File: config.mk
export PLATFORM = sky130hd
export DESIGN_NAME = booth_mult_arbiter_flat
export DESIGN_NICKNAME = d
export VERILOG_FILES = /design/src/rtl/booth_arb_pkg.sv /design/src/rtl/booth_mult_arbiter_if.sv /design/src/rtl/BoothModMultAlg.sv /design/src/rtl/booth_mult_arbiter_rr_arb.sv /design/src/rtl/booth_mult_arbiter.sv /design/src/flat_wrapper.sv
export SDC_FILE = /design/constraint.sdc
export NUM_CORES = 2
export LEC_CHECK = 0
export ABC_AREA = 1
export BUFFER_PORTS_ARGS = -buffer_cell sky130_fd_sc_hd__buf_2
export CAP_MARGIN = 10
export CORE_ASPECT_RATIO = 1.75
export CORE_MARGIN = 2
export CORE_UTILIZATION = 25
export CTS_CLUSTER_SIZE = 25
export DETAILED_ROUTE_END_ITERATION = 8
export GPL_TIMING_DRIVEN = 1
export SLEW_MARGIN = 30
export SYNTH_ARGS = -nofsm -noshare
export SYNTH_HDL_FRONTEND = slang
export SYNTH_SLANG_ARGS = --single-unit
File: constraint.sdc
create_clock -name clk -period 25 [get_ports clk]
set_clock_uncertainty 0.1 [all_clocks]
set_input_delay 2.5 -clock clk [delete_from_list [all_inputs] [get_ports clk]]
set_output_delay 2.5 -clock clk [all_outputs]
set_load 0.05 [all_outputs]
File: src/rtl/booth_arb_pkg.sv
// booth_arb_pkg: shared state encoding, id-width helper and response record for booth_mult_arbiter
package booth_arb_pkg;
  typedef enum logic [1:0] {IDLE, MUL, RESP} state_t;
  function automatic int idw(input int n);
    return (n > 1) ? $clog2(n) : 1;
  endfunction
  localparam int N_DEF = 16;
  localparam int NREQ_DEF = 4;
  typedef struct packed {
    logic signed [2*N_DEF-1:0] product;
    logic [idw(NREQ_DEF)-1:0] id;
  } rsp_t;
endpackage

File: src/rtl/booth_mult_arbiter_if.sv
// booth_mult_arbiter_if: request/response bus between multiply clients (master) and the arbiter (slave)
interface booth_mult_arbiter_if #(
  parameter int N = 16,
  parameter int NREQ = 4,
  parameter int IDW = booth_arb_pkg::idw(NREQ)
);
  logic [NREQ-1:0] req_valid;
  logic [NREQ-1:0] req_ready;
  logic [NREQ*N-1:0] req_mr;
  logic [NREQ*N-1:0] req_mp;
  logic rsp_valid;
  logic rsp_ready;
  logic signed [2*N-1:0] rsp_product;
  logic [IDW-1:0] rsp_id;
  modport master(output req_valid, req_mr, req_mp, rsp_ready, input req_ready, rsp_valid, rsp_product, rsp_id);
  modport slave(input req_valid, req_mr, req_mp, rsp_ready, output req_ready, rsp_valid, rsp_product, rsp_id);
endinterface

File: src/rtl/BoothModMultAlg.sv
// BoothModMultAlg: combinational radix-2 Booth signed multiplier, full 2n-bit product
module BoothModMultAlg #(
  parameter int n = 16
) (
  input  logic signed [n-1:0]   mr,
  input  logic signed [n-1:0]   mp,
  output logic signed [2*n-1:0] product
);
  logic [n:0] mrx;
  logic signed [2*n-1:0] mpx;
  assign mrx = {mr, 1'b0};
  assign mpx = (2*n)'(mp);
  always_comb begin
    product = '0;
    for (int i = 0; i < n; i++) begin
      product = (mrx[i+:2] == 2'b10) ? product - (mpx <<< i) :
                (mrx[i+:2] == 2'b01) ? product + (mpx <<< i) : product;
    end
  end
endmodule

File: src/rtl/booth_mult_arbiter_rr_arb.sv
// booth_rr_arb: combinational round-robin pick starting at ptr; one-hot grant only when en
module booth_rr_arb #(
  parameter int NREQ = 4,
  localparam int IDW = booth_arb_pkg::idw(NREQ)
) (
  input  logic [NREQ-1:0] req,
  input  logic [IDW-1:0]  ptr,
  input  logic            en,
  output logic [NREQ-1:0] grant,
  output logic [IDW-1:0]  win
);
  logic hit;
  always_comb begin
    win = '0;
    hit = 1'b0;
    // scan farthest-first so the nearest request from ptr is the last to overwrite
    for (int k = NREQ - 1; k >= 0; k--) begin
      if (req[(int'(ptr) + k) % NREQ]) begin
        win = IDW'((int'(ptr) + k) % NREQ);
        hit = 1'b1;
      end
    end
    grant = (en && hit) ? NREQ'(1) << win : '0;
  end
endmodule

File: src/rtl/booth_mult_arbiter.sv
// booth_mult_arbiter: round-robin sharing of one Booth multiplier among NREQ requesters.
// Define BOOTH_MULT_ARBITER_CHECK_EN to add the sticky chk_err self-check against a behavioural multiply.
module booth_mult_arbiter
  import booth_arb_pkg::*;
#(
  parameter int N = 16,
  parameter int NREQ = 4
) (
  input  logic clk,
  input  logic rst_n,
  booth_mult_arbiter_if.slave bus,
`ifdef BOOTH_MULT_ARBITER_CHECK_EN
  output logic chk_err,
`endif
  output logic busy
);
  localparam int IDW = idw(NREQ);
  state_t state_q, state_d;
  logic [IDW-1:0] rr_ptr, id_q, win, rsp_id_q;
  logic [NREQ-1:0] grant;
  logic signed [N-1:0] op_mr, op_mp;
  logic signed [2*N-1:0] prod, product_q;
  logic en, take;
  // rst_n gating keeps req_ready low while reset is held
  assign en = rst_n && (state_q == IDLE || (state_q == RESP && bus.rsp_ready));
  assign take = |grant;
  booth_rr_arb #(.NREQ(NREQ)) u_arb (.req(bus.req_valid), .ptr(rr_ptr), .en(en), .grant(grant), .win(win));
  BoothModMultAlg #(.n(N)) u_mult (.mr(op_mr), .mp(op_mp), .product(prod));
  always_ff @(posedge clk or negedge rst_n)
    if (!rst_n) state_q <= IDLE;
    else state_q <= state_d;
  always_comb
    state_d = (state_q == MUL) ? RESP :
              take ? MUL :
              (state_q == RESP && bus.rsp_ready) ? IDLE : state_q;
  always_comb begin
    bus.req_ready = grant;
    bus.rsp_valid = state_q == RESP;
    bus.rsp_product = product_q;
    bus.rsp_id = rsp_id_q;
    busy = state_q != IDLE;
  end
  always_ff @(posedge clk or negedge rst_n) begin
    if (!rst_n) begin
      rr_ptr <= '0;
      op_mr <= '0;
      op_mp <= '0;
      id_q <= '0;
      product_q <= '0;
      rsp_id_q <= '0;
    end else begin
      if (take) begin
        op_mr <= bus.req_mr[win*N +: N];
        op_mp <= bus.req_mp[win*N +: N];
        id_q <= win;
        rr_ptr <= (int'(win) == NREQ - 1) ? '0 : win + 1'b1;
      end
      if (state_q == MUL) begin
        product_q <= prod;
        rsp_id_q <= id_q;
      end
    end
  end
`ifdef BOOTH_MULT_ARBITER_CHECK_EN
  logic signed [2*N-1:0] ref_p;
  assign ref_p = (2*N)'(op_mr) * (2*N)'(op_mp);
  always_ff @(posedge clk or negedge rst_n)
    if (!rst_n) chk_err <= 1'b0;
    else if (state_q == MUL && prod != ref_p) chk_err <= 1'b1;
`ifndef SYNTHESIS
  always_ff @(posedge clk)
    if (rst_n && state_q == MUL && prod != ref_p)
      $error("booth product error id=%0d mr=%0d mp=%0d", id_q, op_mr, op_mp);
`endif
`endif
endmodule

File: src/flat_wrapper.sv
// flat-port wrapper written by rule: the top's interface ports become plain ports
module booth_mult_arbiter_flat import booth_arb_pkg::*;
#(
  parameter int N = 16,
  parameter int NREQ = 4
)
  (clk, rst_n, busy, bus_req_valid, bus_req_mr, bus_req_mp, bus_rsp_ready, bus_req_ready, bus_rsp_valid, bus_rsp_product, bus_rsp_id);
  booth_mult_arbiter_if #(.N(N), .NREQ(NREQ)) bus_i ();
  input  logic clk;
  input  logic rst_n;
  output logic busy;
  input wire logic [$bits(bus_i.req_valid)-1:0] bus_req_valid;
  input wire logic [$bits(bus_i.req_mr)-1:0] bus_req_mr;
  input wire logic [$bits(bus_i.req_mp)-1:0] bus_req_mp;
  input wire logic [$bits(bus_i.rsp_ready)-1:0] bus_rsp_ready;
  output wire logic [$bits(bus_i.req_ready)-1:0] bus_req_ready;
  output wire logic [$bits(bus_i.rsp_valid)-1:0] bus_rsp_valid;
  output wire logic [$bits(bus_i.rsp_product)-1:0] bus_rsp_product;
  output wire logic [$bits(bus_i.rsp_id)-1:0] bus_rsp_id;
  assign bus_i.req_valid = bus_req_valid;
  assign bus_i.req_mr = bus_req_mr;
  assign bus_i.req_mp = bus_req_mp;
  assign bus_i.rsp_ready = bus_rsp_ready;
  assign bus_req_ready = bus_i.req_ready;
  assign bus_rsp_valid = bus_i.rsp_valid;
  assign bus_rsp_product = bus_i.rsp_product;
  assign bus_rsp_id = bus_i.rsp_id;
  booth_mult_arbiter #(.N(N), .NREQ(NREQ)) u_core (.clk(clk), .rst_n(rst_n), .bus(bus_i), .busy(busy));
endmodule
==> results.cfg <==
[final_layout]
layout-drive-gt1-share = 0.0819
nets = 6969
area_growth_pct = 11.7
finalNonFillerCells = 8015
fin_area_um2 = 41100
final_util = 0.281
n_fill_cell = 16200

[global_routing]
grt_usage = 0.186
grt_max_degree = 68
gr-total-overflow = 0
grt_pass1_wl_um = 223000
grt_pass1_vias = 41300
antenna_found_initial = 9

[drt]
dr_wl_met2_um = 73900
dr_wl_met3_um = 7990
wirelength_um = 147000
highest_layer = met5
final_antenna_net_count = 0
wl_met1_um = 50400
first_iter_violations = 2366
vias = 41800
viasPerCell = 5.22
drt_pass1_iterations = 6
wire_per_inst_um = 18.3
drc = 0

[place]
placed_cell_area_um2 = 40400
io_buffers = 174
dp_slack_ns = 0.426
place_congestion = 0.969
dp_hpwl_um = 116000
dp.cells = 7997

[timing]
fin_tns_setup_ns = 0
worstMarginPinSlew_ns = 0.913
drv_slew = 0
hold_viol = 0
fin_crit_ns = 23.34
finalCritPeriodShare = 0.934
fmax_ghz = 0.0428
timing.hold.ws_ns = 0.379
finalWorstSetupSlack_ns = 1.66
relSlewSlack = 0.390
setup_viol = 0

[power_and_ir_drop]
pwr-share-clk = 0.515
p_leak_nw = 21.6
power.internal_uw = 230
seqPwrFrac = 0.369
peakVddDrop_mv = 0.0282
cellPowerDensity_nw_per_um2 = 7.68
total_power_uw = 316
comb_power_share = 0.116
switching_share = 0.273
p_sw_uw = 86.2

[setup_path]
reg2reg_slack_ns = 1.66
critPathMaxFanout = 8
crit_path_end_kind = flop
cpPeakStageDelay_ns = 0.66
cpMaxStageDelayCell = a221oi_1
cp-start-kind = flop
worstPathRequired_ns = 25.16
worstSetupPathType = flop to flop
critPathMostFrequentCell = inv_1
arrival_ns = 23.51

[flow_run]
drv_cap = 0

[synth]
ys_ff_latch = 72
netlist-cell-type-count = 68
synth_top_flop_cell = dfrtp_1
yosysSeqAreaShare = 0.0489
synth_area_leaders = ha_1 (23%), a21oi_1 (9.6%), nor2_1 (8.9%), nand2_1 (8.4%), inv_1 (8.1%)
async_flop_share = 1.00
synth_mux_area_frac = 0
synthAdderAreaFrac = 0.246
syn_inst = 5971
yosys.area_share.simple = 0.251
synth_compound_area_frac = 0.282
yosysTopAreaCell = ha_1
synthesis.area_um2 = 36800
synth_top_family_by_area = compound AO/OA/AOI/OAI gates
syn_nets = 6812
synth_edf_count = 0
synth.most_common_cell = nor2_1
synth_top_area_share = 0.230
avgSynthCellArea_um2 = 6.17
yosys_warnings = 0
synth.top_cells.by_count = nor2_1 (869), nand2_1 (820), inv_1 (794)
synth-xor-area-share = 0.0730

[clock_tree]
cts_buffers = 9
cts_setup_buffers = 0
h-tree-depth = 3
root_buffer = clkbuf_16
cts.path.max_buffers = 2
cts_sinks = 72
cts_tree = done
cts.clk_slew.worst_paths_ns = 0.08
clock_latency_ns = 0.37

[floorplanning]
die_area_um2 = 150000
num_io_pins = 175
chipHeight_um = 512
core_um2 = 146000
dieWidth_um = 294
num_rows = 186
initial_utilization = 0.252

[hold_path]
hp-class = flop to flop

[run_status]
status = finished, final reports clean
-- flip-flops by register name, summed over array words and instances, names as in the netlist --
name                    cells
u_core.op_mr               16
u_core.rr_ptr               2
u_core.state_q              2
u_core.id_q                 2
u_core.op_mp               16
u_core.bus.rsp_product     32
u_core.bus.rsp_id           2
-- kinds of logic after synthesis --
family	count (synthesis)
AO/OA/AOI/OAI	1739
XOR/XNOR	307
adder cells (fa/ha/maj)	707
buffers and inverters	963
flip-flops	72
AND/OR/NAND/NOR	2183
-- repair_timing --
item	in CTS	in global routing
gates resized for setup	0	73
endpoints found under the hold margin	0	0
hold buffers	0	0
endpoints found under the setup margin	0	10
-- final timing paths --
kind | from | endpoint | cells past startpoint
worst min register to register | u_core.bus.rsp_product[12] | u_core.bus.rsp_product[12] | 2
worst max register to register | u_core.op_mp[2] | u_core.bus.rsp_product[31] | 116
min in group asynchronous | rst_n | u_core.bus.rsp_product[27] | 1
worst max-delay path | u_core.op_mp[2] | u_core.bus.rsp_product[31] | 116
max in group asynchronous | rst_n | u_core.op_mp[15] | 2
worst min-delay path | u_core.bus.rsp_product[12] | u_core.bus.rsp_product[12] | 2
-- layout by cell type (no fill, tap or decap), drive strengths merged, types with 30 or more instances in the layout --
| cell | n |
|---|---|
| a21oi | 712 |
| a221oi | 105 |
| a31oi | 33 |
| buf | 291 |
| dfrtp | 72 |
| fa | 30 |
| ha | 676 |
| inv | 810 |
| nand2 | 838 |
| nand3 | 322 |
| nand4 | 32 |
| nor2 | 881 |
| nor3 | 47 |
| o211a | 46 |
| o21ai | 515 |
| o21bai | 122 |
| o31ai | 74 |
| xor2 | 289 |
-- power by group through the flow --
| stage | sequential (mW) | combinational (mW) | clock (mW) |
|---|---|---|---|
| 5_1_grt | 0.116 | 0.0399 | 0.169 |
| 6_report | 0.116 | 0.0367 | 0.163 |
| 2_1_floorplan | 0.119 | 0.0153 | 0 |
| 3_3_place_gp | 0.119 | 0.0355 | 0 |
| 4_1_cts | 0.116 | 0.0356 | 0.164 |
| 3_5_place_dp | 0.119 | 0.0355 | 0 |
-- layout make-up --
class	count	area (µm²)	area share
Multi-Input combinational cell	4936	31800	0.773
Inverter	818	3080	0.0748
Tap cell	1880	2350	0.0572
Sequential cell	72	1810	0.0439
Timing Repair Buffer	291	1750	0.0425
Clock buffer	9	225	0.00548
Clock inverter	7	128	0.00310
Antenna cell	2	5.00	0.000122
-- critical path, delay by kind of cell, from the launching register on --
family,cells,cell delay (ns)
compound gates,40,10.27
fa+ha+maj,16,5.85
simple gates,29,2.55
buf+inv,21,2.35
xor+xnor,10,1.53
flops,1,0.54
-- metal layers --
metal | GRT usage | vias up
li1 | - | 20600
met1 | 0.174 | 19300
met2 | 0.348 | 1370
met3 | 0.0268 | 608
met4 | 0.165 | 12
met5 | 0 | -
Power figures use the tool's default switching activity.
